<file path="src/rtl/pc_gen_pkg.sv">
// Shared constants for the fetch-stage program-counter generator:
// default widths, reset vector and redirect channel indices.
package pc_gen_pkg;

  localparam int unsigned ADDR_W_DEF    = 32;
  localparam logic [31:0] RESET_VEC_DEF = 32'h0000_0000;
  localparam int unsigned NUM_REDIR_DEF = 3;

  localparam int unsigned REDIR_TRAP   = 0;
  localparam int unsigned REDIR_JUMP   = 1;
  localparam int unsigned REDIR_BRANCH = 2;

  // Width of a channel index; a single channel still needs one bit.
  function automatic int unsigned idx_w(input int unsigned n);
    return (n > 1) ? $clog2(n) : 1;
  endfunction

endpackage

</file>
<file path="src/rtl/pc_gen_redir_prio_sel.sv">
// Fixed-priority redirect selector: channel 0 is the highest priority.
// Purely combinational; reports the winning index, its target and whether any channel requested.
module redir_prio_sel
  import pc_gen_pkg::*;
#(
  parameter int unsigned ADDR_W    = ADDR_W_DEF,
  parameter int unsigned NUM_REDIR = NUM_REDIR_DEF,
  parameter int unsigned IDX_W     = idx_w(NUM_REDIR)
) (
  input  logic [NUM_REDIR-1:0]        i_en,
  input  logic [NUM_REDIR*ADDR_W-1:0] i_addr,
  output logic [IDX_W-1:0]            o_sel,
  output logic                        o_any,
  output logic [ADDR_W-1:0]           o_addr
);

  // Scan from lowest to highest priority so the lowest enabled index is the last one written.
  always_comb begin
    o_any  = 1'b0;
    o_sel  = '0;
    o_addr = '0;
    for (int k = NUM_REDIR - 1; k >= 0; k--) begin
      o_any  = o_any | i_en[k];
      o_sel  = i_en[k] ? IDX_W'(k) : o_sel;
      o_addr = i_en[k] ? i_addr[k*ADDR_W +: ADDR_W] : o_addr;
    end
  end

endmodule

</file>
<file path="src/rtl/pc_gen.sv">
// Fetch-stage program-counter generator with prioritised redirects, a one-deep
// deferred redirect held across stalls, and misaligned-target flagging.
module pc_gen
  import pc_gen_pkg::*;
#(
  parameter int unsigned       ADDR_W     = ADDR_W_DEF,
  parameter logic [ADDR_W-1:0] RESET_VEC  = ADDR_W'(RESET_VEC_DEF),
  parameter int unsigned       NUM_REDIR  = NUM_REDIR_DEF,
  parameter int unsigned       INC        = 4,
  parameter int unsigned       ALIGN_BITS = 2
) (
  input  logic                        clk,
  input  logic                        rst,
  input  logic                        stall_i,
  input  logic                        fetch_ready_i,
  input  logic [NUM_REDIR-1:0]        redir_en_i,
  input  logic [NUM_REDIR*ADDR_W-1:0] redir_addr_i,
  output logic [ADDR_W-1:0]           pc_o,
  output logic                        pc_valid_o,
  output logic                        pend_o,
  output logic                        misalign_o,
  output logic [ADDR_W-1:0]           misalign_addr_o
);

  localparam int unsigned       IDX_W      = idx_w(NUM_REDIR);
  localparam logic [ADDR_W-1:0] ALIGN_MASK = ADDR_W'((64'd1 << ALIGN_BITS) - 64'd1);

  logic [ADDR_W-1:0] r_pc;
  logic              r_valid;
  logic              r_pend;
  logic [IDX_W-1:0]  r_pend_idx;
  logic [ADDR_W-1:0] r_pend_addr;
  logic              r_mis;
  logic [ADDR_W-1:0] r_mis_addr;

  logic [IDX_W-1:0]  w_sel;
  logic              w_any;
  logic [ADDR_W-1:0] w_sel_addr;
  logic              w_adv;
  logic              w_hold;
  logic              w_pend_wins;
  logic              w_cand;
  logic [IDX_W-1:0]  w_tgt_idx;
  logic [ADDR_W-1:0] w_tgt;
  logic              w_tgt_mis;

  logic [ADDR_W-1:0] w_nxt_pc;
  logic              w_nxt_pend;
  logic [IDX_W-1:0]  w_nxt_pend_idx;
  logic [ADDR_W-1:0] w_nxt_pend_addr;
  logic              w_nxt_mis;
  logic [ADDR_W-1:0] w_nxt_mis_addr;

  redir_prio_sel #(
    .ADDR_W    (ADDR_W),
    .NUM_REDIR (NUM_REDIR),
    .IDX_W     (IDX_W)
  ) u_sel (
    .i_en   (redir_en_i),
    .i_addr (redir_addr_i),
    .o_sel  (w_sel),
    .o_any  (w_any),
    .o_addr (w_sel_addr)
  );

  // Candidate arbitration: a held redirect beats a new one only with strictly higher priority.
  always_comb begin
    w_adv       = r_valid & fetch_ready_i & ~stall_i;
    w_hold      = stall_i | ~fetch_ready_i;
    w_pend_wins = r_pend & (~w_any | (r_pend_idx < w_sel));
    w_cand      = w_any | r_pend;
    w_tgt       = w_pend_wins ? r_pend_addr : w_sel_addr;
    w_tgt_idx   = w_pend_wins ? r_pend_idx : w_sel;
    w_tgt_mis   = w_cand & (|(w_tgt & ALIGN_MASK));
  end

  // Next-state selection: misalign, load, defer, increment or hold, in that priority.
  always_comb begin
    w_nxt_pc        = r_pc;
    w_nxt_pend      = r_pend;
    w_nxt_pend_idx  = r_pend_idx;
    w_nxt_pend_addr = r_pend_addr;
    w_nxt_mis       = 1'b0;
    w_nxt_mis_addr  = r_mis_addr;
    if (w_tgt_mis) begin
      w_nxt_mis      = 1'b1;
      w_nxt_mis_addr = w_tgt;
      w_nxt_pend     = 1'b0;
    end else if (w_cand && !w_hold) begin
      w_nxt_pc   = w_tgt;
      w_nxt_pend = 1'b0;
    end else if (w_cand) begin
      w_nxt_pend      = 1'b1;
      w_nxt_pend_idx  = w_tgt_idx;
      w_nxt_pend_addr = w_tgt;
    end else if (w_adv) begin
      w_nxt_pc = r_pc + ADDR_W'(INC);
    end else begin
      w_nxt_pc = r_pc;
    end
  end

  // State registers; reset discards any deferred redirect.
  always_ff @(posedge clk) begin
    if (rst) begin
      r_pc        <= RESET_VEC;
      r_valid     <= 1'b0;
      r_pend      <= 1'b0;
      r_pend_idx  <= '0;
      r_pend_addr <= '0;
      r_mis       <= 1'b0;
      r_mis_addr  <= '0;
    end else begin
      r_pc        <= w_nxt_pc;
      r_valid     <= 1'b1;
      r_pend      <= w_nxt_pend;
      r_pend_idx  <= w_nxt_pend_idx;
      r_pend_addr <= w_nxt_pend_addr;
      r_mis       <= w_nxt_mis;
      r_mis_addr  <= w_nxt_mis_addr;
    end
  end

  assign pc_o            = r_pc;
  assign pc_valid_o      = r_valid;
  assign pend_o          = r_pend;
  assign misalign_o      = r_mis;
  assign misalign_addr_o = r_mis_addr;

endmodule

</file>
<file path="config.mk">
export PLATFORM = sky130hd
export DESIGN_NAME = pc_gen
export DESIGN_NICKNAME = d
export VERILOG_FILES = /design/src/rtl/pc_gen_pkg.sv /design/src/rtl/pc_gen_redir_prio_sel.sv /design/src/rtl/pc_gen.sv
export SDC_FILE = /design/constraint.sdc
export NUM_CORES = 1
export LEC_CHECK = 0
export ABC_CLOCK_PERIOD_IN_PS = 4100
export CAP_MARGIN = 15
export CORE_MARGIN = 5
export CORE_UTILIZATION = 35
export CTS_BUF_LIST = sky130_fd_sc_hd__clkbuf_8
export DETAILED_ROUTE_END_ITERATION = 8
export SKIP_CTS_REPAIR_TIMING = 1
export SLEW_MARGIN = 25
export SYNTH_ARGS = -nofsm -noshare
export SYNTH_HDL_FRONTEND = slang
export SYNTH_SLANG_ARGS = --single-unit
</file>
<file path="constraint.sdc">
create_clock -name clk -period 4.1 [get_ports clk]
set_clock_uncertainty 0.05 [all_clocks]
set_input_delay 0.615 -clock clk [delete_from_list [all_inputs] [get_ports clk]]
set_output_delay 0.615 -clock clk [all_outputs]
set_load 0.05 [all_outputs]
</file>
-- Word level (Yosys, flattened, before mapping)
Cells that the tools add are included.
W data, S select, Z words.
- register bits: 101
- input bits: 103
- output and inout port bits: 67
- word-level logic and storage cells: 45
- add/subtract/negate cells: 1
- $lt $le $gt $ge: 1
- eq/ne operators: 1
- multiplexer cells: 12
- bitwise logic cells: 15
- reduce and logical (&&, ||, !) cells: 8
- operator list (cell ; count):
    $mux W32 ; 7
    $add A32 B3 Y32 const B ; 1
    $mux W2 ; 3
    $not A1 Y1 ; 6
    $reduce_and A3 Y1 ; 2
    $or A1 B1 Y1 ; 5
    $and A1 B1 Y1 ; 4
    $reduce_and A4 Y1 ; 1
    $reduce_or A3 Y1 ; 1
    $lt A2 B2 Y1 ; 1
    $mux W1 ; 2
    $ne A2 B1 Y1 const B ; 1
    $reduce_bool A2 Y1 ; 1
    $reduce_or A2 Y1 ; 1
    $logic_and A1 B1 Y1 ; 1
    $logic_not A1 Y1 ; 1

-- Logic depth before layout (Yosys ltp)
Gate-level depths: netlist of the first run.
- depth in word-level cells: 11
- gate-level depth with buffers: 14
- gate-level depth less buffers: 8

-- By module
A second synthesis of the first run with hierarchy kept.
- cell total of the unflattened synthesis: 792
- area, all modules: 6203.4 um^2
- modules (own cells, without submodules) (module ; instances ; cells an instance ; area each (um^2)):
    pc_gen ; 1 ; 643 ; 4987.3
    redir_prio_sel ; 1 ; 149 ; 1216.2

-- Worst setup path before layout of the first run
OpenSTA, ideal clock, no wires.
- kind: input-to-reg
- start point: input redir_en_i[2]
- end point: register r_mis_addr[16], in the netlist misalign_addr_o[16]
- arrival: 3.117 ns
- slack: 0.847 ns
- stages on the path: 13
- path buffers: 6
- cell sequence: buf_4 -> clkbuf_1 -> clkbuf_1 -> nand2_1 -> ha_1 -> o21ai_0 -> o211a_1 -> buf_4 -> o31a_1 -> buf_2 -> buf_2 -> nor2_1 -> a211oi_1
- cells in the longest elaborated chain, start to end: 9
- RTL lines (item ; line ; text):
    start, declared ; pc_gen.sv:16 ; input logic [NUM_REDIR-1:0] redir_en_i,
    $mux W2 (3 in series) ; pc_gen_redir_prio_sel.sv:24 ; o_sel = i_en[k] ? IDX_W'(k) : o_sel;
    $lt A2 B2 Y1 ; pc_gen.sv:70 ; w_pend_wins = r_pend & (~w_any | (r_pend_idx < w_sel));
    $or A1 B1 Y1 ; pc_gen.sv:70 ;
    $and A1 B1 Y1 ; pc_gen.sv:70 ;
    $mux W32 ; pc_gen.sv:72 ; w_tgt = w_pend_wins ? r_pend_addr : w_sel_addr;
    $reduce_or A2 Y1 ; pc_gen.sv:74 ; w_tgt_mis = w_cand & (|(w_tgt & ALIGN_MASK));
    $and A1 B1 Y1 ; pc_gen.sv:74 ;
    end signal, assigned ; pc_gen.sv:120 ; r_mis_addr <= w_nxt_mis_addr;
    end, declared ; pc_gen.sv:34 ; logic [ADDR_W-1:0] r_mis_addr;
Several ways; a longest one is shown, not always the timed one.
A chain may end at the register's enable or synchronous reset.

-- Worst setup path in the final report of the first run
- start point: input redir_en_i[0]
- end point: register r_pc[24], in the netlist pc_o[24]
- cells in the longest elaborated chain, start to end: 9
- RTL lines (item ; line ; text):
    $mux W2 or $or A1 B1 Y1 (tied branches) ; pc_gen_redir_prio_sel.sv:24, pc_gen_redir_prio_sel.sv:23 ;
    $lt A2 B2 Y1 or $not A1 Y1 (tied branches) ; pc_gen.sv:70 ;
    $or A1 B1 Y1 ; pc_gen.sv:70 ;
    $and A1 B1 Y1 ; pc_gen.sv:70 ;
    $mux W32 ; pc_gen.sv:72 ;
    $reduce_or A2 Y1 ; pc_gen.sv:74 ;
    $and A1 B1 Y1 ; pc_gen.sv:74 ;
    $not A1 Y1 (no source line) ; n/a ;
    $reduce_and A3 Y1 (no source line) ; n/a ;
    end signal, assigned ; pc_gen.sv:114 ; r_pc <= w_nxt_pc;
    end, declared ; pc_gen.sv:28 ; logic [ADDR_W-1:0] r_pc;
Several ways; a longest one is shown, not always the timed one.

==> results.md, run 1 <==
- Outcome: complete, no violations
- Worst Path Arrival: about 3.6 ns
- Fin Setup TNS: 0 ns
- CP cell instances: clkdlybuf4s50_1 > nor2_1 > nand2_1 > ha_1 > o21ai_0 > o211a_1 > o31ai_4 > nand2_1 > o32ai_1
- Lkg Pwr: around 2.8 nW
- Fill count: approximately 1600
- Synth warnings: 0
- Crit path launch type: primary input
- Max Freq: a little under 300 MHz
- Layout cell share with drive strength beyond 1: around 7.9%
- Total clock sinks: a little over 100
- # IOs: between 150 and 200
- EDFF count, synth: 0
- Multi-input logic area: 3390 sq um
- Hold Slack: approximately 0.43 ns
- H-tree depth: 3
- Period minus WS final: roughly 3.4 ns
- Die Y: between 100 and 150 um
- FFs w/ async S/R, synth: 0%
- Worst slew pin tran: roughly 1 ns
- Tot GR Track Use: between 20% and 30%
- Pre-antenna DRT Iters: 5
- Critical Path Max Stage Delay: ~0.74 ns
- Initial antenna violation count: 0
- Fin. max-slew vios: 0
- Syn_area_per_cell: roughly 8 sq um
- CTS clk-pin slew, worst paths: ~0.09 ns
- Final HPWL DP: 15900 um
- Post-Syn Instances: about 700
- Most frequent cells in the layout: clkdlybuf4s50_1, dfxtp_1, nor2_1, a21oi_1, nor3_1
- Vias in the first global route: a little under 6000
- Syn nets: roughly 800
- Initial core utilization: around 36%
- Max cap viols: 0
- Critical-path top delay cell: o31ai_4
- Vias: 6049
- Latest clock arrival within the worst-skew pair: between 0.3 and 0.4 ns
- Die width: 138 um
- Synthesized area: roughly 5700 sq um
- Crit share post-route: 82.6%
- RSZ-0062 raised after global routing: no
- Seq cells post-synth: roughly 100
- FF+latch area: roughly 2000 sq um
- Final setup violation count: 0
- Max-Slew Margin vs Limit: between 30% and 40%
- WL per Instance: roughly 20 um
- Antenna Cells: 0
- Largest net degree at the start of global routing: a little under 90
- Leading cell type in the layout, fill and taps excluded: clkdlybuf4s50_1
- Worst path most repeated cell: nand2_1
- Dpl cell area: around 7600 sq um
- First DRT Iteration DRCs: around 530
- Setup Crit Path Kind: in -> reg
- Seq/Total Area, Yosys: between 30% and 40%
- GR Overflow Total: 0
- Hold Path Class: reg -> reg
- CTS tree: built
- Hold path startpoint: pc_o[0]$_SDFFE_PP0P_
- Area Overhead vs Synth: 35.9%
- Die Area: between 15000 and 20000 sq um
- Dominant synthesized flop cell: dfxtp_1
- Row count: between 40 and 50
- Critical Path Fanout Max: 15
- Total Wirelength: between 20000 and 25000 um
- DRC Markers: 0
- RD Place Congestion: between 0.8 and 0.9
- Deepest clock path buffer count: 2
- Crit end category: flip-flop
- Nets@finish: around 940
- PwrDens: ~310 nW/um^2
- Clock root buffer master: clkbuf_8
- Core area: 15900 sq um
- Design Area, Final: roughly 7800 sq um
- Max VDD drop: 0.147 mV
- Reg-to-reg critical path startpoint: r_pend_idx[1]$_SDFFE_PP0P_
- Via density per instance: roughly 5.7
- Post-route antenna net violation count: 0
- Final hold vios: 0
- Cts bufs inserted: 9
- First-pass GRT wire length: between 30000 and 40000 um
- CP Launch Point: redir_en_i[0]
- Worst Path Required: about 4.3 ns
- Port Buf Inserts: 169
- Distinct cells, synth: between 60 and 70
==> flip-flops by register name (all words and copies together) (netlist names) <==
signal,flops
r_pend_idx,2
misalign_addr_o,32
misalign_o,1
pc_o,32
pc_valid_o,1
pend_o,1
r_pend_addr,32
==> metal layers <==
layer	up-vias	GRT usage [%]	wire length, um
met5	-	0	0
met4	0	6.31	452
met3	24	4.64	1960
met2	282	32.2	8900
met1	2845	31.1	10100
li1	2898	-	-
==> final timing paths <==
kind | end | slack, ns | cells past startpoint
setup reg to reg | pc_o[24]$_SDFFE_PP0P_ | 1.25 | 6
hold reg to reg | pc_o[0]$_SDFFE_PP0P_ | 0.43 | 1
hold / removal | pc_o[0]$_SDFFE_PP0P_ | 0.43 | 1
setup / recovery | pc_o[24]$_SDFFE_PP0P_ | 0.71 | 9
==> worst max-delay path: cells and delay by family <==
kind,cells,cell delay (ns)
fa+ha+maj,1,0.31
compound gates,4,1.57
simple gates,3,0.69
buf+inv,1,0.42
==> cells by family after synthesis <==
family	Yosys count	share of synthesized area, %
AND/OR/NAND/NOR	254	22.7
flip-flops	101	35.3
adder cells (fa/ha/maj)	2	0.437
AO/OA/AOI/OAI	216	27.2
multiplexers	47	8.59
buffers and inverters	77	5.73
==> cells in the mapped netlist (all sizes together), types with 4 or more instances <==
library cell  instances  area, sq um
nor3                 40          200
o31ai                 8         73.8
mux2                 17          191
nor2b                 4         25.0
nand3b               30          225
nand2b                4         25.0
and2                  7         43.8
a2bb2oi              28          245
o21a                  5         37.5
nor2                 90          338
a31oi                14         87.6
o32ai                 5         43.8
buf                  28          144
nand2                26          100
o311ai               14          123
clkbuf               38          143
nand3                14         75.1
dfxtp               101         2020
nor3b                 4         35.0
and3                 10         62.6
a21oi                60          300
nor4                  8         50.1
a211oi               25          188
o21ai                15         78.8
o2111ai               4         35.0
nand4                 9         56.3
inv                  11         41.3
mux2i                30          300
==> report_power, final <==
| part | internal, mW | switching (mW) |
|---|---|---|
| registers | 1.05 | 0.0422 |
| logic | 0.302 | 0.448 |
| clock network | 0.219 | 0.350 |
==> final cells by class <==
cell class                      instances  share of cell area [%]
Clock buffer                            9                    1.59
Clock inverter                          7                   0.579
Inverter                               11                   0.531
Multi-Input combinational cell        519                    43.6
Sequential cell                       101                    26.0
Tap cell                              216                    3.47
Timing Repair Buffer                  192                    24.3
==> per-stage QoR <==
stage	total power, mW	instances	setup slack [ns]	utilization (%)
2_1_floorplan	1.56	697	0.847	-
3_5_place_dp	1.86	1039	0.332	47.7
5_1_grt	2.53	1055	0.494	48.8
4_1_cts	2.43	1055	0.712	48.8
6_report	2.41	1055	0.713	48.8
3_3_place_gp	1.85	1038	0.453	47.6
No activity file was read; power rests on OpenSTA's default activity.
==> run 2: changes to the inputs <==
--- a/config.mk
+++ b/config.mk
@@ -5,7 +5,7 @@
 export SDC_FILE = /design/constraint.sdc
 export NUM_CORES = 1
 export LEC_CHECK = 0
-export ABC_CLOCK_PERIOD_IN_PS = 4100
+export ABC_CLOCK_PERIOD_IN_PS = 3400
 export CAP_MARGIN = 15
 export CORE_MARGIN = 5
 export CORE_UTILIZATION = 35
==> constraint.sdc (replaced) <==
create_clock -name clk -period 3.4 [get_ports clk]
set_clock_uncertainty 0.05 [all_clocks]
set_input_delay 0.51 -clock clk [delete_from_list [all_inputs] [get_ports clk]]
set_output_delay 0.51 -clock clk [all_outputs]
set_load 0.05 [all_outputs]
==> run 2 against run 1 <==
Against the previous run:
- sequential share of layout area shrank 0.48 points
- via count grew 1.4%
- clock power grew 40%
- global-route usage grew 0.75 points
- critical path depth shrank 2
- final area grew 1.9%
- total power grew 26%
- combinational power grew 24%
- die area is the same
- flip-flop and latch count is the same
==> results.md, run 2 (synthesized netlist as in run 1, its figures left out) <==
- Final design utilization: 49.7% (was 48.8%)
- Crit path launch type: primary input (unchanged)
- Hold Path Class: in -> reg (was reg -> reg)
- Design Area, Final: 7920 sq um (was 7780 sq um)
- Outcome: complete, no violations (unchanged)
- CTS clk-pin slew, worst paths: 0.10 ns (was 0.09 ns)
- Multi-input logic area: 3390 sq um (unchanged)
- Placed insts: 1054 (was 1039)
- Post-route antenna net violation count: 0 (unchanged)
- Initial core utilization: 35.9% (unchanged)
- H-tree depth: 3 (unchanged)
- Die Y: 138 um (unchanged)
- # IOs: 170 (unchanged)
- Antenna Cells: 0 (unchanged)
- WL per Instance: 20.6 um (was 20.3 um)
- Lkg Pwr: 2.88 nW (was 2.80 nW)
- Final hold vios: 0 (unchanged)
- Clock root buffer master: clkbuf_8 (unchanged)
- Tot GR Track Use: 22.3% (was 21.5%)
- Total Wirelength: 22000 um (was 21400 um)
- Worst slew pin tran: 0.980 ns (was 0.986 ns)
- Most frequent cells in the layout: clkdlybuf4s50_1, dfxtp_1, nor2_1, a21oi_1, nor3_1 (unchanged)
- Die Area: 19000 sq um (unchanged)
- Worst Path Required: 3.66 ns (was 4.32 ns)
- Vias in the first global route: 5810 (was 5765)
- Fin. max-slew vios: 0 (unchanged)
- Vias: 6133 (was 6049)
- Dpl cell area: 7730 sq um (was 7610 sq um)
- Row count: 46 (unchanged)
- Layout Cells excl Fill: 1070 (was 1055)
- Period minus WS final: 3.08 ns
- Layout cell share with drive strength beyond 1: 9.84% (was 7.87%)
- Core area: 15900 sq um (unchanged)
- First-pass GRT wire length: 33000 um (was 32200 um)
- Hold Slack: 0.384 ns (was 0.427 ns)
- Via density per instance: 5.73 (about the same)
- Critical Path Fanout Max: 41 (was 15)
- RD Place Congestion: 0.876 (was 0.873)
- GR Overflow Total: 0 (unchanged)
- FF+latch area: 2020 sq um (unchanged)
- Nets@finish: 954 (was 939)
- Port Buf Inserts: 169 (unchanged)
- Fill count: 1567 (was 1570)
- Latest clock arrival within the worst-skew pair: 0.39 ns (was 0.37 ns)
- Max Freq: approximately 320 MHz
- Crit end category: flip-flop (unchanged)
- Leading cell type in the layout, fill and taps excluded: clkdlybuf4s50_1 (unchanged)
- CTS tree: built (unchanged)
- Worst Path Arrival: 3.34 ns (was 3.61 ns)
- Total clock sinks: 101 (unchanged)
- Largest net degree at the start of global routing: 88 (unchanged)
- Setup Crit Path Kind: in -> reg (unchanged)
- Final setup violation count: 0 (unchanged)
- Area Overhead vs Synth: 38.5% (was 35.9%)
- Cts bufs inserted: 9 (unchanged)
- Pre-antenna DRT Iters: 5 (unchanged)
- Deepest clock path buffer count: 2 (unchanged)
- First DRT Iteration DRCs: 439 (was 527)
- PwrDens: 384 nW/um^2 (was 310 nW/um^2)
- Final HPWL DP: 16300 um (was 15900 um)
- Initial antenna violation count: 0 (unchanged)
- Die width: 138 um (unchanged)
- Crit share post-route: 90.5%
- Max VDD drop: 0.147 mV (about the same)
- RSZ-0062 raised after global routing: no (unchanged)
- Max-Slew Margin vs Limit: 34.7% (was 34.3%)
- DRC Markers: 0 (unchanged)
- Max cap viols: 0 (unchanged)
## run 2: where the power goes
group / switching (mW) / internal [mW] / leakage (nW)
Combinational: 0.548 / 0.385 / 1.95
Clock: 0.456 / 0.343 / 0.0996
Sequential: 0.0508 / 1.26 / 0.827
## run 2: final cells by class
cell class,count,area share [%]
Clock buffer,9,1.56
Multi-Input combinational cell,519,42.8
Sequential cell,101,25.5
Inverter,11,0.521
Clock inverter,7,0.932
Timing Repair Buffer,207,25.3
Tap cell,216,3.41
## run 2: metal layers
metal / wire, um / GRT usage [%]
met5: 0 / 0
met3: 1780 / 4.79
met1: 10800 / 32.8
met4: 403 / 6.37
met2: 9100 / 32.6
## run 2: through the flow
stage | power, mW | TNS [ns] | worst slack, ns
6_report | 3.05 | 0 | 0.321
5_1_grt | 3.18 | 0 | 0.198
4_1_cts | 3.07 | 0 | 0.451
3_5_place_dp | 2.27 | 0 | 0.0616
3_3_place_gp | 2.26 | -0.0306 | -0.0306
2_1_floorplan | 1.88 | 0 | 0.252
## run 2: worst paths after layout
path	from	end	slack [ns]	cells past startpoint
setup / recovery	redir_en_i[0]	pc_o[14]$_SDFFE_PP0P_	0.32	7
setup reg to reg	pend_o$_SDFFE_PP0P_	pc_o[14]$_SDFFE_PP0P_	0.68	5
hold / removal	redir_en_i[1]	r_pend_idx[1]$_SDFFE_PP0P_	0.38	4
hold reg to reg	pc_o[1]$_SDFFE_PP0P_	pc_o[1]$_SDFFE_PP0P_	0.42	1
## run 2: critical path: stages
cell	delay (ns)
clkdlybuf4s50_1	0.42
buf_4	0.26
nor4_1	0.71
nor2_4	0.35
nor4_1	0.62
o2111ai_1	0.25
o211ai_1	0.18
==> run 3: changes to the inputs <==
--- a/config.mk
+++ b/config.mk
@@ -7,10 +7,11 @@
 export LEC_CHECK = 0
 export ABC_CLOCK_PERIOD_IN_PS = 3400
 export CAP_MARGIN = 15
-export CORE_MARGIN = 5
+export CORE_MARGIN = 4
 export CORE_UTILIZATION = 35
 export CTS_BUF_LIST = sky130_fd_sc_hd__clkbuf_8
 export DETAILED_ROUTE_END_ITERATION = 8
+export PLACE_DENSITY = 0.6
 export SKIP_CTS_REPAIR_TIMING = 1
 export SLEW_MARGIN = 25
 export SYNTH_ARGS = -nofsm -noshare
==> run 3 against run 2 <==
Against the previous run:
- final area up 0.44%
- sequential share of layout area down 0.11 points
- via count down 0.44%
- final cell count down 0.28%
- largest power group unchanged
==> results.md, run 3 (synthesized netlist as in run 1, its figures left out) <==
- Max-Slew Margin vs Limit: 35.1% (was 34.7%)
- RD Place Congestion: 0.890 (was 0.876)
- Worst slew pin tran: 0.970 ns (was 0.980 ns)
- Die Area: 18500 sq um (was 19000 sq um)
- Deepest clock path buffer count: 2 (unchanged)
- Crit share post-route: 89.0% (was 90.5%)
- Critical Path Fanout Max: 37 (was 41)
- Outcome: complete, no violations (unchanged)
- Via density per instance: 5.72 (was 5.73)
- H-tree depth: 3 (unchanged)
- Crit path launch type: primary input (unchanged)
- Cts bufs inserted: 9 (unchanged)
- CP cell instances: clkdlybuf4s50_1 > buf_4 > or4_1 > nor2_1 > nor2_1 > nand2_1 > o31ai_1 (was clkdlybuf4s50_1 > buf_4 > nor4_1 > nor2_4 > nor4_1 > o2111ai_1 > o211ai_1)
- Hold Path Class: reg -> reg (was in -> reg)
- Row count: 46 (unchanged)
- Layout Cells excl Fill: 1067 (was 1070)
- Placed insts: 1051 (was 1054)
- Period minus WS final: 3.03 ns (was 3.08 ns)
- Final setup violation count: 0 (unchanged)
- Max VDD drop: 0.228 mV (was 0.147 mV)
- Total Wirelength: 21600 um (was 22000 um)
- Max cap viols: 0 (unchanged)
- Fill count: 1536 (was 1567)
- Clock root buffer master: clkbuf_8 (unchanged)
- RSZ-0062 raised after global routing: no (unchanged)
- Worst Path Arrival: 3.25 ns (was 3.34 ns)
- Die Y: 136 um (was 138 um)
- Final hold vios: 0 (unchanged)
- Most frequent cells in the layout: clkdlybuf4s50_1, dfxtp_1, nor2_1, a21oi_1, nor3_1 (unchanged)
- Worst Path Required: 3.63 ns (was 3.66 ns)
- Port Buf Inserts: 169 (unchanged)
- Tot GR Track Use: 22.8% (was 22.3%)
- WL per Instance: 20.2 um (was 20.6 um)
- CTS clk-pin slew, worst paths: 0.09 ns (was 0.10 ns)
- Hold Slack: 0.417 ns (was 0.384 ns)
- Critical Path Max Stage Delay: 0.61 ns (was 0.71 ns)
- Die width: 136 um (was 138 um)
- Vias in the first global route: 5812 (was 5810)
- DRC Markers: 0 (unchanged)
- Initial antenna violation count: 0 (unchanged)
- Nets@finish: 951 (was 954)
- Vias: 6106 (was 6133)
- First DRT Iteration DRCs: 498 (was 439)
- Post-route antenna net violation count: 0 (unchanged)
- Total clock sinks: 101 (unchanged)
- Setup WS post-layout: 0.375 ns (was 0.321 ns)
- First-pass GRT wire length: 32800 um (was 33000 um)
- Worst path most repeated cell: nor2_1 (was nor4_1)
- Lkg Pwr: 2.90 nW (was 2.88 nW)
- Fin Setup TNS: 0 ns (unchanged)
- Final design utilization: 49.9% (was 49.7%)
- Pre-antenna DRT Iters: 5 (unchanged)
- Largest net degree at the start of global routing: 88 (unchanged)
- Core area: 15900 sq um (unchanged)
- Setup Crit Path Kind: in -> reg (unchanged)
- Latest clock arrival within the worst-skew pair: 0.38 ns (was 0.39 ns)
- Max Freq: 331 MHz (was 325 MHz)
- Leading cell type in the layout, fill and taps excluded: clkdlybuf4s50_1 (unchanged)
- Crit end category: flip-flop (unchanged)
- GR Overflow Total: 0 (unchanged)
- Final HPWL DP: 15900 um (was 16300 um)
- Layout cell share with drive strength beyond 1: 9.17% (was 9.84%)
- Antenna Cells: 0 (unchanged)
- # IOs: 170 (unchanged)
- Critical-path top delay cell: nor2_1 (was nor4_1)
- CTS tree: built (unchanged)
- PwrDens: 389 nW/um^2 (was 384 nW/um^2)
- Initial core utilization: 35.9% (unchanged)
- Pre-CTS setup slack: 0.0592 ns (was 0.0616 ns)
- Area Overhead vs Synth: 39.1% (was 38.5%)
- Fin. max-slew vios: 0 (unchanged)
==> run 3: cell count changes in the layout (fill, tap and decap cells not counted), sizes merged <==
cell / before / now
clkbuf: 9 / 10
inv: 12 / 14
buf: 40 / 37
clkinv: 4 / 1
bufinv: 1 / 2
clkinvlp: 1 / 0
==> run 3: worst max-delay path: cells and delay by family <==
family                 cells  cell delay, ns
and+or+nand+nor            4            1.50
buffers and inverters      2            0.87
AOI/OAI and AO/OA          1            0.37
==> run 3: final timing paths <==
check                           depth (start not counted)                  from               endpoint  slack (ns)
worst min-delay path                                    1  pc_o[0]$_SDFFE_PP0P_   pc_o[0]$_SDFFE_PP0P_        0.42
worst max-delay path                                    7         redir_en_i[0]  pc_o[30]$_SDFFE_PP0P_        0.37
worst max register to register                          7  pc_o[2]$_SDFFE_PP0P_  pc_o[22]$_SDFFE_PP0P_        0.92
worst min register to register                          1  pc_o[0]$_SDFFE_PP0P_   pc_o[0]$_SDFFE_PP0P_        0.42
==> run 3: power breakdown <==
part,leakage (nW),internal [mW],total (mW),switching (mW)
Clock,0.120,0.429,0.850,0.421
Combinational,1.95,0.389,0.936,0.547
Sequential,0.827,1.26,1.31,0.0501
Total,2.90,2.08,3.10,1.02
==> run 3: cell type report <==
class	count	area [sq um]	share of cell area, %
Clock buffer	10	138	1.73
Clock inverter	6	80.1	1.01
Inverter	11	41.3	0.519
Multi-Input combinational cell	519	3390	42.6
Sequential cell	101	2020	25.4
Tap cell	216	270	3.40
Timing Repair Buffer	204	2020	25.4
==> run 3: metrics by stage <==
step | cell area [sq um] | power, mW
floorplan | 5720 | 1.88
global route | 7960 | 3.23
CTS | 7960 | 3.12
global placement | 7740 | 2.26
detailed placement | 7740 | 2.28
finish | 7960 | 3.10
==> run 3: layer usage <==
metal  routed length (um)  track usage (%)
met2                 9240             33.9
met3                 1730             4.66
met4                  342             7.28
met1                10300             33.0
met5                    0                0
